[src/rtl/adder_tree_pkg.sv]
// Shared constants and types for the adder-tree operand loader.
// Holds default widths, the lane-index type and the bank fill state.
package adder_tree_pkg;

  localparam int DEFAULT_ADDER_WIDTH = 23;
  localparam int DEFAULT_NUM_LANES   = 8;

  typedef logic [$clog2(DEFAULT_NUM_LANES)-1:0] lane_idx_t;

  typedef enum logic {
    FILL = 1'b0,
    FULL = 1'b1
  } bank_state_t;

  // A group of NUM_LANES operands needs one more bit than a lane index.
  function automatic int count_bits(input int lanes);
    return $clog2(lanes) + 1;
  endfunction

endpackage

[src/rtl/adder_tree_loader_bank.sv]
// One operand bank: lane registers, write count and closed (FULL) flag.
// Fills lane by lane, closes on last lane or wr_last, clears itself on retire.
module adder_tree_loader_bank
  import adder_tree_pkg::*;
#(
  parameter int ADDER_WIDTH = DEFAULT_ADDER_WIDTH,
  parameter int NUM_LANES   = DEFAULT_NUM_LANES
) (
  input  logic                             clk,
  input  logic                             reset,
  input  logic                             wr_en,
  input  logic [ADDER_WIDTH-1:0]           wr_data,
  input  logic                             wr_last,
  input  logic                             retire,
  output logic [NUM_LANES*ADDER_WIDTH-1:0] data,
  output logic [$clog2(NUM_LANES):0]       count,
  output logic                             closed
);

  localparam int LANE_W  = $clog2(NUM_LANES);
  localparam int COUNT_W = count_bits(NUM_LANES);
  localparam logic [COUNT_W-1:0] LAST_LANE = COUNT_W'(NUM_LANES - 1);

  bank_state_t                           state_q;
  bank_state_t                           state_d;
  logic [NUM_LANES-1:0][ADDER_WIDTH-1:0] lane_q;
  logic [COUNT_W-1:0]                    count_q;
  logic                                  write;
  logic                                  clear;

  always_comb begin
    state_d = state_q;
    write   = 1'b0;
    clear   = 1'b0;
    case (state_q)
      FILL: begin
        if (wr_en) begin
          write = 1'b1;
          if (wr_last || (count_q == LAST_LANE)) begin
            state_d = FULL;
          end
        end
      end
      FULL: begin
        if (retire) begin
          clear   = 1'b1;
          state_d = FILL;
        end
      end
      default: state_d = FILL;
    endcase
  end

  // Unwritten lanes stay zero because a retired bank is wiped before refilling.
  always_ff @(posedge clk) begin
    if (reset) begin
      state_q <= FILL;
      count_q <= '0;
      lane_q  <= '0;
    end else begin
      state_q <= state_d;
      if (write) begin
        lane_q[count_q[LANE_W-1:0]] <= wr_data;
        count_q                     <= count_q + COUNT_W'(1);
      end else if (clear) begin
        lane_q  <= '0;
        count_q <= '0;
      end
    end
  end

  assign data   = lane_q;
  assign count  = count_q;
  assign closed = (state_q == FULL);

endmodule

[src/rtl/adder_tree_operand_loader.sv]
// Packs a stream of operands into lane groups for a parallel adder tree.
// Define ADDER_TREE_LOADER_PINGPONG_EN for two alternating banks; default is one bank.
module adder_tree_operand_loader
  import adder_tree_pkg::*;
#(
  parameter int ADDER_WIDTH = DEFAULT_ADDER_WIDTH,
  parameter int NUM_LANES   = DEFAULT_NUM_LANES
) (
  input  logic                             clk,
  input  logic                             reset,
  input  logic                             in_valid,
  output logic                             in_ready,
  input  logic [ADDER_WIDTH-1:0]           in_data,
  input  logic                             in_last,
  output logic                             out_valid,
  input  logic                             out_ready,
  output logic [NUM_LANES*ADDER_WIDTH-1:0] out_data,
  output logic [$clog2(NUM_LANES):0]       out_count
);

  localparam int BUS_W   = NUM_LANES * ADDER_WIDTH;
  localparam int COUNT_W = count_bits(NUM_LANES);

  logic               accept;
  logic               take;
  logic [BUS_W-1:0]   sel_data;
  logic [COUNT_W-1:0] sel_count;

  assign accept = in_valid && in_ready;
  assign take   = out_valid && out_ready;

`ifdef ADDER_TREE_LOADER_PINGPONG_EN

  localparam logic [COUNT_W-1:0] LAST_LANE = COUNT_W'(NUM_LANES - 1);

  logic [BUS_W-1:0]   bank_data  [2];
  logic [COUNT_W-1:0] bank_count [2];
  logic [1:0]         bank_closed;
  logic               wr_sel;
  logic               rd_sel;
  logic               closing;

  for (genvar g = 0; g < 2; g++) begin : g_bank
    adder_tree_loader_bank #(
      .ADDER_WIDTH (ADDER_WIDTH),
      .NUM_LANES   (NUM_LANES)
    ) u_bank (
      .clk     (clk),
      .reset   (reset),
      .wr_en   (accept && (int'(wr_sel) == g)),
      .wr_data (in_data),
      .wr_last (in_last),
      .retire  (take && (int'(rd_sel) == g)),
      .data    (bank_data[g]),
      .count   (bank_count[g]),
      .closed  (bank_closed[g])
    );
  end

  assign closing = accept && (in_last || (bank_count[wr_sel] == LAST_LANE));

  // The write bank can only be closed when both banks hold finished groups.
  always_ff @(posedge clk) begin
    if (reset) begin
      wr_sel <= 1'b0;
      rd_sel <= 1'b0;
    end else begin
      if (closing) begin
        wr_sel <= ~wr_sel;
      end
      if (take) begin
        rd_sel <= ~rd_sel;
      end
    end
  end

  assign in_ready  = !reset && !bank_closed[wr_sel];
  assign out_valid = !reset && bank_closed[rd_sel];
  assign sel_data  = bank_data[rd_sel];
  assign sel_count = bank_count[rd_sel];

`else

  logic [BUS_W-1:0]   bank_data;
  logic [COUNT_W-1:0] bank_count;
  logic               bank_closed;

  adder_tree_loader_bank #(
    .ADDER_WIDTH (ADDER_WIDTH),
    .NUM_LANES   (NUM_LANES)
  ) u_bank (
    .clk     (clk),
    .reset   (reset),
    .wr_en   (accept),
    .wr_data (in_data),
    .wr_last (in_last),
    .retire  (take),
    .data    (bank_data),
    .count   (bank_count),
    .closed  (bank_closed)
  );

  assign in_ready  = !reset && !bank_closed;
  assign out_valid = !reset && bank_closed;
  assign sel_data  = bank_data;
  assign sel_count = bank_count;

`endif

  // Outputs read as zero whenever no closed group is presented.
  assign out_data  = out_valid ? sel_data  : '0;
  assign out_count = out_valid ? sel_count : '0;

endmodule

[config.mk]
export PLATFORM = sky130hd
export DESIGN_NAME = adder_tree_operand_loader
export DESIGN_NICKNAME = d
export VERILOG_FILES = /design/src/rtl/adder_tree_pkg.sv /design/src/rtl/adder_tree_loader_bank.sv /design/src/rtl/adder_tree_operand_loader.sv
export SDC_FILE = /design/constraint.sdc
export NUM_CORES = 1
export LEC_CHECK = 0
export CORE_MARGIN = 1
export CORE_UTILIZATION = 50
export CTS_CLUSTER_SIZE = 28
export DETAILED_ROUTE_END_ITERATION = 8
export HOLD_SLACK_MARGIN = 0.02
export PLACE_DENSITY_LB_ADDON = 0.15
export SLEW_MARGIN = 5
export SYNTH_ARGS = -nofsm -noshare
export SYNTH_HDL_FRONTEND = slang
export SYNTH_HIERARCHICAL = 1
export SYNTH_SLANG_ARGS = --single-unit
[constraint.sdc]
create_clock -name clk -period 2.8 [get_ports clk]
set_input_delay 0.56 -clock clk [delete_from_list [all_inputs] [get_ports clk]]
set_output_delay 0.56 -clock clk [all_outputs]
set_load 0.005 [all_outputs]
==> results of run 1 <==
[cells in the mapped netlist, drive strengths merged]
| cell type | number |
|---|---|
| buf | 104 |
| clkbuf | 4 |
| nor2b | 1 |
| a21o | 1 |
| a22oi | 1 |
| ha | 1 |
| and2b | 1 |
| nand3b | 3 |
| mux2i | 186 |
| a21oi | 3 |
| nand3 | 1 |
| and3 | 1 |
| nor3b | 4 |
| o21ai | 2 |
| or4 | 1 |
| dfxtp | 189 |
| nor2 | 5 |
| nand2b | 24 |
| and3b | 190 |
| nand2 | 187 |
| a311oi | 1 |
[final cells by class]
cell class	instances	area [um2]	area share (%)
multi-input cells	613	4700	39.7
flip-flops and latches	189	3790	32.0
repair buffers	240	2480	21.0
clock buffers	18	429	3.63
well taps	229	287	2.42
clock inverters	12	141	1.20
[sequential cells by signal, indices dropped and copies added (netlist names)]
signal         cells
u_bank/count       4
u_bank/closed      1
u_bank/data      184
[metal layers]
metal  global-route usage (%)  vias up  part of all wire, %
met2                     38.3      179                   46
met1                     33.2     3227                   47
met5                        0        -                    0
met4                     7.08        0                  1.2
li1                         -     3374                    -
met3                     4.64       22                  5.6
[report_power, final]
| part | total (uW) | internal, uW | switching, uW | leakage [uW] |
|---|---|---|---|---|
| Clock | 2380 | 1320 | 1060 | 0.000267 |
| Sequential | 2730 | 2710 | 18.9 | 0.00153 |
| Combinational | 368 | 144 | 224 | 0.00364 |
| Total | 5480 | 4180 | 1300 | 0.00543 |
[logic make-up (layout without fill, tap and decap cells)]
group                    Yosys count  after routing  synth area share [%]
adder cells (fa/ha/maj)            1              1                 0.136
buffers and inverters            108            270                  7.83
AND/OR/NAND/NOR                  418            418                  30.0
flip-flops                       189            189                  41.2
AO/OA/AOI/OAI                      8              8                 0.653
multiplexers                     186            186                  20.3
[stage by stage]
step / power (uW) / cells / cell area [um2]
finish: 5480 / 1301 / 11800
floorplan: 3060 / 910 / 9190
CTS: 5530 / 1301 / 11800
global placement: 3160 / 1271 / 11200
global route: 5660 / 1301 / 11800
detailed placement: 3170 / 1271 / 11200
[critical path: stages (launching register included)]
cell             delay (ns)
dfxtp_4                0.38
buf_4                  0.42
and3b_2                0.27
clkdlybuf4s50_1        0.50
[final timing paths]
kind / cells past startpoint / to / slack (ns) / start
min reg2reg: 2 / u_bank/data[126] / 0.46 / u_bank/data[126]
max reg2reg: 7 / u_bank/data[77] / 0.84 / u_bank/closed
max: 3 / out_data[105] / 0.22 / u_bank/closed
min: 2 / u_bank/data[126] / 0.46 / u_bank/data[126]
==> results.json, run 1 <==
{
  "maxSlewHeadroom_pct": 62.2,
  "cap_violations": 0,
  "root_buffer": "clkbuf_16",
  "dieArea_mm2": 0.0189,
  "cts_setup_buffers": 0,
  "post-route-util_pct": 65.8,
  "hold_buffers": 0,
  "dieHeight_um": 138,
  "synth_nets": 939,
  "synth_seq_cells": 189,
  "wl_um": 22800,
  "cp_max_fo": 61,
  "cts_buffers": 17,
  "status": "finished clean",
  "ant_nets": 0,
  "syn_to_final_growth_pct": 28.6,
  "grt_max_degree": 79,
  "yosys.area.top_type": "dfxtp_1",
  "hpwl_um": 14700,
  "place.gp.congestion": 0.781,
  "grt_setup_unrepaired": "no",
  "grt_overflow": 0,
  "hold_viol": 0,
  "synth_cell_types": 30,
  "dp_slack_ns": 0.373,
  "clock_latency_ns": 0.43,
  "antenna_cells": 0,
  "post_synth_inst_count": 910,
  "fmaxAchievable_ghz": 0.388,
  "io_buffers": 217,
  "fin_tns_setup_ns": 0,
  "antenna_found_initial": 0,
  "firstDrtPassIters": 4,
  "core.rowCount": 49,
  "drc": 0,
  "powerDensity_mw_per_mm2": 464,
  "cts_tree": "yes",
  "avgSynthCellArea_um2": 10.1,
  "p_leak_uw": 0.00543,
  "seq_area_frac_synth_pct": 41.2,
  "cp-end-kind": "output pin",
  "wl_per_cell_um": 17.5,
  "dr.first_iter.drc_count": 313,
  "mostFrequentLayoutCell": "clkdlybuf4s50_1",
  "fin_nets": 1090,
  "cts_buffer_depth": 2,
  "fillCellCount": 1483,
  "worstPathRequired_ns": 2.24,
  "final_cell_mix": "216 x clkdlybuf4s50_1, 188 x dfxtp_1, 187 x nand2_1, 186 x mux2i_1, 132 x and3b_1",
  "synthTopCellsByArea": "dfxtp_1 41%, mux2i_1 20%, and3b_1 13%",
  "fp.dieW_um": 138,
  "peakVddDrop_mv": 0.429,
  "finalWorstSetupSlack_ns": 0.225,
  "tightest_slew_ns": 0.567,
  "grtUsageTotal_pct": 24.2,
  "viasPerCell": 5.23,
  "first_global_vias": 6434,
  "worstPathArrival_ns": 2.02,
  "synth_area_mm2": 0.00919,
  "clkSinkCount": 189,
  "setup-violations-final": 0,
  "h-tree-depth": 4,
  "start_util_pct": 51.2,
  "startpoint_type": "register",
  "vias": 6802,
  "worst_hold_slack_ns": 0.456,
  "drive_above_1_share_pct": 11.5,
  "yosys_warnings": 6,
  "worstSetupPathType": "reg -> out",
  "io_pins": 218,
  "synth_top_area_share_pct": 41.2,
  "finClkSkew_ns": 0.00841,
  "min_path_type": "reg -> reg",
  "path_clk_slew_ns": 0.07,
  "cts_resized": 0,
  "min_period_ns": 2.58,
  "slew_viol_final": 0,
  "timing.final.crit_share_pct": 92.0,
  "grt_pass1_wl_um": 34900,
  "coreArea_mm2": 0.0180
}
Note: power is estimated with default switching activity, not from simulation.
==> run 2: changes to the inputs <==
==> constraint.sdc (replaced) <==
create_clock -name clk -period 2.8 [get_ports clk]
set_input_delay 0.56 -clock clk [delete_from_list [all_inputs] [get_ports clk]]
set_output_delay 0.56 -clock clk [all_outputs]
set_load 0.05 [all_outputs]
==> run 2 against run 1 <==
Count of clock-buffer cells in the layout grew 1. Register-to-register slack lost 0.31 ns. Clock skew is essentially flat. First-iteration DRC count grew 25%. Cell count is the same. Setup slack lost 0.052 ns. Hold slack lost 0.0040 ns. Utilization shrank 0.091 points. Critical path type unchanged.
==> results.json, run 2 (synthesis gave the netlist of run 1 again) <==
{
  "worstSetupPathType": "reg -> out",
  "dr.first_iter.drc_count": 392,
  "r2r_end": "u_bank/data[96]",
  "path_clk_slew_ns": 0.07,
  "h-tree-depth": 4,
  "maxSlewHeadroom_pct": 46.0,
  "hold_viol": 0,
  "io_pins": 218,
  "finClkSkew_ns": 0.00855,
  "grt_setup_unrepaired": "no",
  "cts_buffers": 17,
  "dieHeight_um": 138,
  "worstPathRequired_ns": 2.24,
  "hp-start": "u_bank/data[117]",
  "wl_um": 23300,
  "tightest_slew_ns": 0.810,
  "min_period_ns": 2.63,
  "cts_setup_buffers": 0,
  "setup-violations-final": 0,
  "cts_tree": "yes",
  "min_path_type": "reg -> reg",
  "cp_max_fo": 84,
  "slew_viol_final": 0,
  "grtUsageTotal_pct": 24.6,
  "grt_max_degree": 112,
  "root_buffer": "clkbuf_16",
  "io_buffers": 217,
  "viasPerCell": 5.22,
  "first_global_vias": 6353,
  "dp_slack_ns": 0.349,
  "fmaxAchievable_ghz": 0.381,
  "fin_tns_setup_ns": 0,
  "clock_latency_ns": 0.43,
  "p_leak_uw": 0.00592,
  "firstDrtPassIters": 5,
  "cap_violations": 0,
  "power.total_uw": 5340,
  "core.rowCount": 49,
  "min_delay_worst_endpoint": "u_bank/data[117]",
  "drc": 0,
  "coreArea_mm2": 0.0180,
  "status": "finished clean",
  "rrSetupSlack_ns": 0.53,
  "cts_resized": 0,
  "final_cell_mix": "188 x dfxtp_1, 187 x nand2_1, 186 x mux2i_1, 163 x buf_4, 132 x and3b_1",
  "hold_buffers": 0,
  "place.gp.congestion": 0.747,
  "dieArea_mm2": 0.0189,
  "grt_pass1_wl_um": 35200,
  "powerDensity_mw_per_mm2": 453,
  "hpwl_um": 15200,
  "reg2reg_depth": 6,
  "vias": 6788,
  "cts_buffer_depth": 2,
  "fp.dieW_um": 138,
  "worstPathArrival_ns": 2.07,
  "drive_above_1_share_pct": 29.2,
  "clkSinkCount": 189,
  "finalWorstSetupSlack_ns": 0.173,
  "wl_per_cell_um": 17.9,
  "cp-end-kind": "output pin",
  "rr_startpoint": "u_bank/closed",
  "post-route-util_pct": 65.7,
  "startpoint_type": "register",
  "ant_nets": 0,
  "mostFrequentLayoutCell": "dfxtp_1",
  "largest_register_ffs": 184,
  "holdPathStages": 2,
  "antenna_found_initial": 0,
  "start_util_pct": 51.2,
  "syn_to_final_growth_pct": 28.4,
  "fin_nets": 1090,
  "antenna_cells": 0,
  "timing.final.crit_share_pct": 93.8,
  "peakVddDrop_mv": 0.437,
  "grt_overflow": 0
}
run 2: metal layers:
| metal | part of all wire (%) | track usage [%] |
|---|---|---|
| met5 | 0 | 0 |
| met1 | 46 | 33.1 |
| met3 | 6.5 | 6.29 |
| met4 | 1.3 | 7.39 |
| met2 | 46 | 38.7 |
run 2: cell type report:
cell class / instances / area (um2)
fillers: 1454 / 6160
multi-input cells: 613 / 4700
flip-flops and latches: 189 / 3790
repair buffers: 240 / 2500
clock buffers: 19 / 443
well taps: 229 / 287
clock inverters: 11 / 86.3
run 2: worst max-delay path: stages, from the launching register on:
cell and delay [ns]:
dfxtp_4 0.86, buf_4 0.33, and3b_1 0.22, buf_4 0.21
run 2: worst max path at each step:
stage                            to     startpoint  cells past startpoint
global route          out_data[112]  u_bank/closed                      3
finish                out_data[112]  u_bank/closed                      3
CTS                   out_data[112]  u_bank/closed                      3
global placement    u_bank/data[79]       in_valid                      7
detailed placement  u_bank/data[89]       in_valid                      7
floorplan           u_bank/data[71]          reset                      7
run 2: power breakdown:
part | internal, uW | switching (uW) | total [uW]
sequential | 2710 | 33.6 | 2750
combinational | 139 | 223 | 362
clock | 1160 | 1070 | 2230
run 2: through the flow:
step	cell area (um2)	hold slack, ns	std cells
4_1_cts	11800	0.456	1301
6_report	11800	0.452	1301
3_5_place_dp	11300	0.443	1271
2_1_floorplan	9190	0.430	910
5_1_grt	11800	0.460	1301
3_3_place_gp	11300	0.438	1271
